File: src/rtl/mul_div_pkg.sv
`default_nettype none
// +----------------------------------------------------------------------+
// | Module   : mul_div_pkg                                               |
// | Brief    : Shared op codes, FSM state encoding and width constant    |
// |            for the iterative multiply/divide unit.                   |
// | Revision : 1.0 - initial release                                     |
// +----------------------------------------------------------------------+
package mul_div_pkg;

  // Operand/result width; the unit performs exactly W iterations.
  localparam int W = 16;

  typedef enum logic [1:0] {
    OP_MUL  = 2'b00,  // low half of product
    OP_MULH = 2'b01,  // high half of product
    OP_DIV  = 2'b10,  // quotient
    OP_REM  = 2'b11   // remainder
  } op_e;

  typedef enum logic [1:0] {
    ST_IDLE = 2'd0,
    ST_RUN  = 2'd1,
    ST_DONE = 2'd2
  } state_e;

  // Divide-family ops share bit 1 of the op code.
  function automatic logic op_is_div(input logic [1:0] op);
    return op[1];
  endfunction

endpackage
`default_nettype wire

File: src/rtl/mul_div_step.sv
`default_nettype none
// +----------------------------------------------------------------------+
// | Module   : mul_div_step                                              |
// | Brief    : One combinational iteration of shift-add multiply or      |
// |            restoring division on a 2W+1 bit accumulator.             |
// | Revision : 1.0 - initial release                                     |
// +----------------------------------------------------------------------+
module mul_div_step #(
  parameter int W = 16
) (
  input  logic           is_div,
  input  logic [2*W:0]   acc,
  input  logic [W-1:0]   operand,
  output logic [2*W:0]   acc_next,
  output logic           bit_out
);

  // Multiply view: acc = {upper (W+1), multiplier (W)}.
  logic [W:0]   w_upper;
  logic [W:0]   w_sum;
  logic [2*W:0] w_mul_full;
  // Divide view: acc = {remainder (W+1), dividend/quotient (W)}.
  logic [2*W:0] w_shifted;
  logic [W:0]   w_rem_s;
  logic         w_ge;

  assign w_upper    = acc[2*W:W];
  assign w_sum      = acc[0] ? (w_upper + {1'b0, operand}) : w_upper;
  assign w_mul_full = {w_sum, acc[W-1:0]};

  assign w_shifted  = {acc[2*W-1:0], 1'b0};
  assign w_rem_s    = w_shifted[2*W:W];
  assign w_ge       = (w_rem_s >= {1'b0, operand});

  // Select the iteration result; the quotient bit is returned separately
  // and the low bit of the divide accumulator is left zero for the caller.
  always_comb begin
    acc_next = w_mul_full >> 1;
    bit_out  = acc[0];
    if (is_div) begin
      acc_next = {(w_ge ? (w_rem_s - {1'b0, operand}) : w_rem_s), w_shifted[W-1:0]};
      bit_out  = w_ge;
    end
  end

endmodule
`default_nettype wire

File: src/rtl/mul_div_unit.sv
`default_nettype none
// +----------------------------------------------------------------------+
// | Module   : mul_div_unit                                              |
// | Brief    : Iterative W-bit multiply/divide execute unit. Accepts an  |
// |            op in IDLE or DONE, iterates W cycles, spends one cycle   |
// |            forming the result, then pulses done/we for one cycle.    |
// |            Optional: MUL_DIV_SIGNED_OPS_EN enables two's-complement  |
// |            operands when signed_op=1.                                |
// | Revision : 1.0 - initial release                                     |
// +----------------------------------------------------------------------+
module mul_div_unit
  import mul_div_pkg::*;
#(
  parameter int W  = mul_div_pkg::W,
  parameter int AW = 3
) (
  input  logic          clk,
  input  logic          rst_n,
  input  logic          start,
  input  logic [1:0]    op,
  input  logic          signed_op,
  input  logic [W-1:0]  a,
  input  logic [W-1:0]  b,
  input  logic [AW-1:0] waddr_in,
  output logic          busy,
  output logic          done,
  output logic          we,
  output logic [AW-1:0] waddr,
  output logic [W-1:0]  result
);

  // Counter reaches W after the last iteration, so it needs one extra bit.
  localparam int CW = $clog2(W) + 1;

  state_e         r_state;
  state_e         w_state_next;
  logic [CW-1:0]  r_count;
  logic [2*W:0]   r_acc;
  logic [W-1:0]   r_operand;
  op_e            r_op;
  logic           r_neg_main;
  logic           r_neg_rem;
  logic [AW-1:0]  r_waddr;
  logic [W-1:0]   r_result;

  logic           w_accept;
  logic           w_last;
  logic           w_is_div;
  logic [2*W:0]   w_step_acc;
  logic           w_step_bit;
  logic [2*W:0]   w_acc_iter;
  logic           w_sa;
  logic           w_sb;
  logic [W-1:0]   w_mag_a;
  logic [W-1:0]   w_mag_b;
  logic           w_neg_main;
  logic [2*W-1:0] w_prod;
  logic [W-1:0]   w_quo;
  logic [W-1:0]   w_rem;
  logic [W-1:0]   w_final;

`ifdef MUL_DIV_SIGNED_OPS_EN
  assign w_sa = signed_op & a[W-1];
  assign w_sb = signed_op & b[W-1];
`else
  logic w_unused_signed_op;
  assign w_unused_signed_op = signed_op;
  assign w_sa = 1'b0;
  assign w_sb = 1'b0;
`endif

  // The core always works on magnitudes; signs are reapplied at the end.
  assign w_mag_a = w_sa ? -a : a;
  assign w_mag_b = w_sb ? -b : b;
  // A zero divisor keeps the all-ones quotient unsigned.
  assign w_neg_main = (w_sa ^ w_sb) & (|b);

  assign w_accept = start & ((r_state == ST_IDLE) | (r_state == ST_DONE));
  assign w_last   = (r_count == CW'(W));
  assign w_is_div = op_is_div(r_op);

  mul_div_step #(.W(W)) u_step (
    .is_div   (w_is_div),
    .acc      (r_acc),
    .operand  (r_operand),
    .acc_next (w_step_acc),
    .bit_out  (w_step_bit)
  );

  assign w_acc_iter = w_is_div ? {w_step_acc[2*W:1], w_step_bit} : w_step_acc;

  assign w_prod = r_neg_main ? -r_acc[2*W-1:0] : r_acc[2*W-1:0];
  assign w_quo  = r_neg_main ? -r_acc[W-1:0]   : r_acc[W-1:0];
  assign w_rem  = r_neg_rem  ? -r_acc[2*W-1:W] : r_acc[2*W-1:W];

  // Pick the half or quotient/remainder requested by the latched op.
  always_comb begin
    w_final = w_prod[W-1:0];
    unique case (r_op)
      OP_MUL:  w_final = w_prod[W-1:0];
      OP_MULH: w_final = w_prod[2*W-1:W];
      OP_DIV:  w_final = w_quo;
      OP_REM:  w_final = w_rem;
      default: w_final = w_prod[W-1:0];
    endcase
  end

  // Control FSM state register.
  always_ff @(posedge clk or negedge rst_n) begin
    if (!rst_n) r_state <= ST_IDLE;
    else        r_state <= w_state_next;
  end

  // Next-state logic; start is only honoured in IDLE and DONE.
  always_comb begin
    w_state_next = r_state;
    unique case (r_state)
      ST_IDLE: if (start) w_state_next = ST_RUN;
      ST_RUN:  if (w_last) w_state_next = ST_DONE;
      ST_DONE: w_state_next = start ? ST_RUN : ST_IDLE;
      default: w_state_next = ST_IDLE;
    endcase
  end

  // Datapath: latch operands on accept, iterate in RUN, load result on exit.
  always_ff @(posedge clk or negedge rst_n) begin
    if (!rst_n) begin
      r_count    <= '0;
      r_acc      <= '0;
      r_operand  <= '0;
      r_op       <= OP_MUL;
      r_neg_main <= 1'b0;
      r_neg_rem  <= 1'b0;
      r_waddr    <= '0;
      r_result   <= '0;
    end else if (w_accept) begin
      r_count    <= '0;
      r_acc      <= {{(W+1){1'b0}}, w_mag_a};
      r_operand  <= w_mag_b;
      r_op       <= op_e'(op);
      r_neg_main <= w_neg_main;
      r_neg_rem  <= w_sa;
      r_waddr    <= waddr_in;
    end else if (r_state == ST_RUN) begin
      if (w_last) begin
        r_result <= w_final;
      end else begin
        r_acc   <= w_acc_iter;
        r_count <= r_count + CW'(1);
      end
    end
  end

  assign busy   = (r_state == ST_RUN);
  assign done   = (r_state == ST_DONE);
  assign we     = done;
  assign waddr  = r_waddr;
  assign result = r_result;

endmodule
`default_nettype wire

File: config.mk
export PLATFORM = sky130hd
export DESIGN_NAME = mul_div_unit
export DESIGN_NICKNAME = d
export VERILOG_FILES = /design/src/rtl/mul_div_pkg.sv /design/src/rtl/mul_div_step.sv /design/src/rtl/mul_div_unit.sv
export SDC_FILE = /design/constraint.sdc
export NUM_CORES = 1
export LEC_CHECK = 0
export ABC_AREA = 1
export BUFFER_PORTS_ARGS = -buffer_cell sky130_fd_sc_hd__buf_2
export CAP_MARGIN = 20
export CORE_ASPECT_RATIO = 1.4
export CORE_UTILIZATION = 45
export CTS_BUF_LIST = sky130_fd_sc_hd__clkbuf_8
export CTS_CLUSTER_SIZE = 24
export DETAILED_ROUTE_END_ITERATION = 6
export GPL_ROUTABILITY_DRIVEN = 0
export GPL_TIMING_DRIVEN = 0
export HOLD_SLACK_MARGIN = 0.12
export PLACE_DENSITY = 0.74
export RECOVER_POWER = 50
export SKIP_LAST_GASP = 1
export SLEW_MARGIN = 10
export SYNTH_ARGS = -nofsm -noshare
export SYNTH_HDL_FRONTEND = slang
export SYNTH_SLANG_ARGS = --single-unit
File: constraint.sdc
create_clock -name clk -period 3.5 [get_ports clk]
set_input_delay 0.875 -clock clk [delete_from_list [all_inputs] [get_ports clk]]
set_output_delay 0.875 -clock clk [all_outputs]
set_load 0.1 [all_outputs]
### Word-level counts from Yosys, hierarchy flattened

Index checks and enable logic that the tools add are counted.

| word-level totals | value |
|---|---|
| register bits after elaboration | 77 |
| latch bits | 0 |
| bits in writable memories | 0 |
| memory bits (read-only) | 0 |
| bits of input ports | 41 |
| output and inout port bits | 22 |
| logic and storage cells | 46 |
| memories | 0 |

| cells by class | value |
|---|---|
| add/sub/neg operators | 3 |
| multipliers | 0 |
| div/mod/pow operators | 0 |
| order comparisons | 1 |
| equal/unequal tests | 9 |
| shift-type cells | 0 |
| muxes and demuxes | 15 |
| bitwise gates (word level) | 3 |
| reduce and logical (&&, ||, !) cells | 8 |

Operators by type and width:

| operator | number |
|---|---|
| $mux 33 | 4 |
| $mux 17 | 2 |
| $pmux 16 s2 | 1 |
| $add 17x16->17 | 1 |
| $ge 17x16->1 | 1 |
| $sub 17x16->17 | 1 |
| $mux 5 | 3 |
| $eq 2x2->1 const B | 3 |
| $pmux 2 s3 | 1 |
| $add 5x1->5 const B | 1 |
| $eq 5x5->1 const B | 1 |
| $eq 2x1->1 const B | 2 |
| $logic_not 2->1 | 2 |
| $mux 2 | 2 |
| $ne 2x2->1 const B | 2 |
| $reduce_and 2->1 | 2 |
| $reduce_or 2->1 | 2 |
| $reduce_and 3->1 | 1 |
| $mux 1 | 2 |
| $ne 2x1->1 const B | 1 |
| $reduce_bool 2->1 | 1 |
| $and 1x1->1 | 1 |
| $not 1->1 | 1 |
| $or 1x1->1 | 1 |

### Depth between registers and ports, before layout

| depth | value |
|---|---|
| depth after elaboration | 7 |
| mapped depth | 15 |
| mapped depth without buffers | 15 |

### Cells and area by module

A second synthesis with hierarchy kept.

| second synthesis, totals | value |
|---|---|
| cell total of the unflattened synthesis | 981 |
| area, all modules | 6402.4 µm² |

Modules (own cells, without submodules):

| module | instances | cells an instance | area an instance (µm²) | sequential area each (µm²) |
|---|---|---|---|---|
| mul_div_unit | 1 | 405 | 3553.4 | 1926.8 |
| mul_div_step | 1 | 576 | 2849.0 | 0.0 |

### Least setup slack after synthesis

Ideal clock, no wire load.

| timing | value |
|---|---|
| path kind | register -> output |
| from | reg r_state[1] |
| to | out we |
| data arrival time | 2176 ps |
| required time | 2625 ps |
| path slack | 449 ps |
| cell stages (with the launch flop) | 4 |
| buffers on the path | 1 |
| cell sequence | dfrtp_1 -> inv_1 -> nor2_1 -> buf_4 |

| between the ends | value |
|---|---|
| cells in the longest elaborated chain, start to end | 1 |

RTL lines:

| what | line | source |
|---|---|---|
| from (decl) | mul_div_unit.sv:35 | `state_e r_state;` |
| from (signal assigned) | mul_div_unit.sv:111 | `else r_state <= w_state_next;` |
| $eq 2x2->1 | mul_div_unit.sv:155 | `assign done = (r_state == ST_DONE);` |
| to (decl) | mul_div_unit.sv:27 | `output logic we,` |

No other way between the ends.

### Final worst setup path

| timing | value |
|---|---|
| from | reg r_acc[16] |
| to | reg r_acc[29] |

| between the ends | value |
|---|---|
| cells in the longest elaborated chain, start to end | 6 |
| elaborated cells on any way between the ends | 9 |
| classes of those cells | 2 x add/sub; 1 x order compare; 6 x mux |

RTL lines:

| what | line | source |
|---|---|---|
| from (decl) | mul_div_unit.sv:38 | `logic [2*W:0] r_acc;` |
| from (signal assigned) | mul_div_unit.sv:138 | `r_acc <= {{(W+1){1'b0}}, w_mag_a};` |
| from (signal assigned) | mul_div_unit.sv:148 | `r_acc <= w_acc_iter;` |
| $add 17x16->17, or another cell as far along | mul_div_step.sv:28 | `assign w_sum = acc[0] ? (w_upper + {1'b0, operand}) : w_upper;` |
| $mux 17 (on tied branches) | mul_div_step.sv:28, mul_div_step.sv:41 |  |
| $mux 33 (*) | mul_div_step.sv:40 | `if (is_div) begin` |
| $mux 33 (*) | mul_div_unit.sv:145 | `if (w_last) begin` |
| $mux 33 (*) | mul_div_unit.sv:144 | `end else if (r_state == ST_RUN) begin` |
| $mux 33 (*) | mul_div_unit.sv:136 | `end else if (w_accept) begin` |

Every way passes the cells marked *; elsewhere a longest branch is shown, timed or not. The select of a mux whose other input is x is not followed.
A chain may end at the register's enable or synchronous reset.

==> metrics.txt <==
Starting Density 46.47%; reg2reg path depth 15; Detail Route Antenna Nets 0; routed wire length approximately 17 mm; RR Endpoint r_acc[29]; synthesized-area fraction occupied by xor and xnor cells under 10%; Layout area overhead 12.49%; Rows 49; Arrival @ worst endpoint 2.67 ns; CTS clock-pin slew for the worst setup and hold paths 0.09 ns; Setup CP Type reg -> reg; cell area after synthesis between 6000 and 7000 um^2; post-route cell area about 6800 um^2; Post CTS Setup Buffer Count 0; FF-to-FF setup slack about 1.1 ns; Final Max Tran Viols 30; final hold viol count 0; Core ar. 13000 um^2; #FFs+latches synth 77; final setup vio count 0; Setup crit end r_acc[29]; TritonCTS clock tree built; DPL Wire Length 14.00 mm; CTS Buf Count 9; RSZ-0062 raised after global routing no; Slew headroom -14.45%; dominant cells by area after synthesis dfrtp_1, nand2_1, inv_1, ha_1, nand3_1; initial antenna violation count 0; DR vias/cell 5.218; DRC Markers 0; Max Fclk 418.2 MHz; wire per inst about 15 um; post-synthesis adder-cell area fraction under 10%; Worst Path Max Fanout 7; Layout Nets around 1000; die area approximately 14000 um^2; CP startpoint r_acc[16]; root buf cell clkbuf_8; fill cell count 1347; Synthesis Warnings 0; Startpoint Class register; CTS Hold Bufs 0; Antenna diodes 0; TritonRoute pass-1 iters 5; clock skew approximately 0.013 ns; reg2reg start r_acc[16]; die height 139.1 um; area leader, netlist dfrtp_1; Gate Count Post-Synth around 900; top-area cell type share of the netlist area a little under a third; Final Cycle Share about two thirds; most frequent cells in the layout nand2_1, inv_1, dfrtp_1, nand3_1, buf_2; setup tns final 0 ns; WP data required 3.78 ns; min cycle time layout approximately 2.4 ns; Seq/Total Area, Yosys between 30% and 40%; Avg Cell Area, Syn between 6 and 7 um^2; Synth Area in Simple Gates 33.19%; CTS Buffer Depth 2; post-synth net total between 900 and 1000; Gates resized, CTS repair 0; number of global-route vias before repair about 5800; worst hold-check path type reg -> reg; first-pass GRT wire length between 20 and 30 mm; CP Capture Type register; slew at the pin with the worst max-slew slack ~1.7 ns; grt total ovfl 0; status finished with violations; compound-gate portion of the synthesized area ~15%; die extent in x 99.91 um; largest net degree at the start of global routing between 40 and 50; Initial DRC Count between 400 and 500; max-cap violations 1; share of cells above drive strength 1 around an eighth; I/O Buffers just over 60; CTS H-tree lvls 3; I/O Pins 63; Worst-Skew Late Latency ~0.38 ns; commonest non-fill, non-tap cell in the layout nand2_1; Yosys cell types between 40 and 50; global-route usage over all layers around a quarter; Vias approximately 6000; CTS sink count slightly below 80; failing checks capacitance limit, slew limit; multiplexer area fraction after synthesis 0%; cell area after placement roughly 6600 um^2; largest family of logic cells by synthesized area simple AND/OR/NAND/NOR gates
per-layer routing:
layer	up-vias	part of all wire [%]	track usage (%)
met5	-	0	0
met4	0	4.6	13.93
met3	50	3.4	2.419
met2	163	53	47.30
met1	2756	39	28.56
li1	3037	-	-
synthesized netlist by cell type (all sizes together):
library cell	n
xor2	7
o21bai	1
dfrtp	77
buf	12
o21a	18
nor3	7
xnor2	2
clkinv	1
nand3	75
or2	5
nand4	7
nor3b	1
fa	2
ha	34
nand2	320
o21ai	49
a21oi	36
and2	5
nor2	33
o211ai	42
clkbuf	22
o22ai	2
inv	128
nand3b	8
a31oi	1
layout make-up:
cell class | count | area (um^2) | share of cell area, %
multi-input cells | 655 | 3463 | 50.98
repair buffers | 62 | 331.6 | 4.880
clock inverters | 6 | 68.82 | 1.013
well taps | 178 | 222.7 | 3.278
clock buffers | 10 | 137.6 | 2.026
flip-flops and latches | 77 | 1927 | 28.36
inverters | 129 | 484.2 | 7.127
plain buffers | 34 | 158.9 | 2.339
cells by family after synthesis:
kind of cell / after synthesis
buf+inv: 163
xor+xnor: 9
compound gates: 149
simple gates: 461
fa+ha+maj: 36
flops: 77
sequential cells by signal, indices dropped and copies added (netlist names):
| signal | cells |
|---|---|
| r_op | 2 |
| waddr | 3 |
| r_acc | 33 |
| r_operand | 16 |
| r_state | 2 |
| r_count | 5 |
| result | 16 |
worst min path at each step:
stage	from	depth (start not counted)	slack, ns	end
after floorplan	r_acc[32]	2	0.47	r_acc[32]
after global placement	waddr[0]	2	0.46	waddr[0]
after detailed placement	waddr[2]	2	0.46	waddr[2]
after CTS	rst_n	1	0.43	result[11]
after global routing	result[15]	1	0.51	result[15]
final	waddr[2]	2	0.48	waddr[2]
worst max-delay path, cell delays in order, from the launching register on:
cell     delay (ns)
dfrtp_1        0.54
ha_1           0.22
inv_1          0.05
fa_1           0.35
inv_1          0.14
nand3_1        0.09
nand3_1        0.18
nand2_1        0.10
nand2_1        0.15
nand2_1        0.09
nand2_1        0.06
nand2_1        0.04
nand3_1        0.08
nand2_1        0.06
nand3_1        0.07
nand2_1        0.05
metrics by stage:
stage / setup WS (ns) / util, % / cells / hold WS, ns
after global routing: 0.9734 / 52.27 / 1151 / 0.5096
after CTS: 1.143 / 52.35 / 1151 / 0.4334
after floorplan: 0.4493 / - / 895 / 0.4710
final: 1.109 / 52.27 / 1151 / 0.4812
after detailed placement: 1.134 / 50.76 / 1135 / 0.4598
after global placement: 0.9652 / 50.53 / 1134 / 0.4578
Power is not shown: default switching activity piles up to over one toggle a cycle in this logic, so the estimate is an artifact.
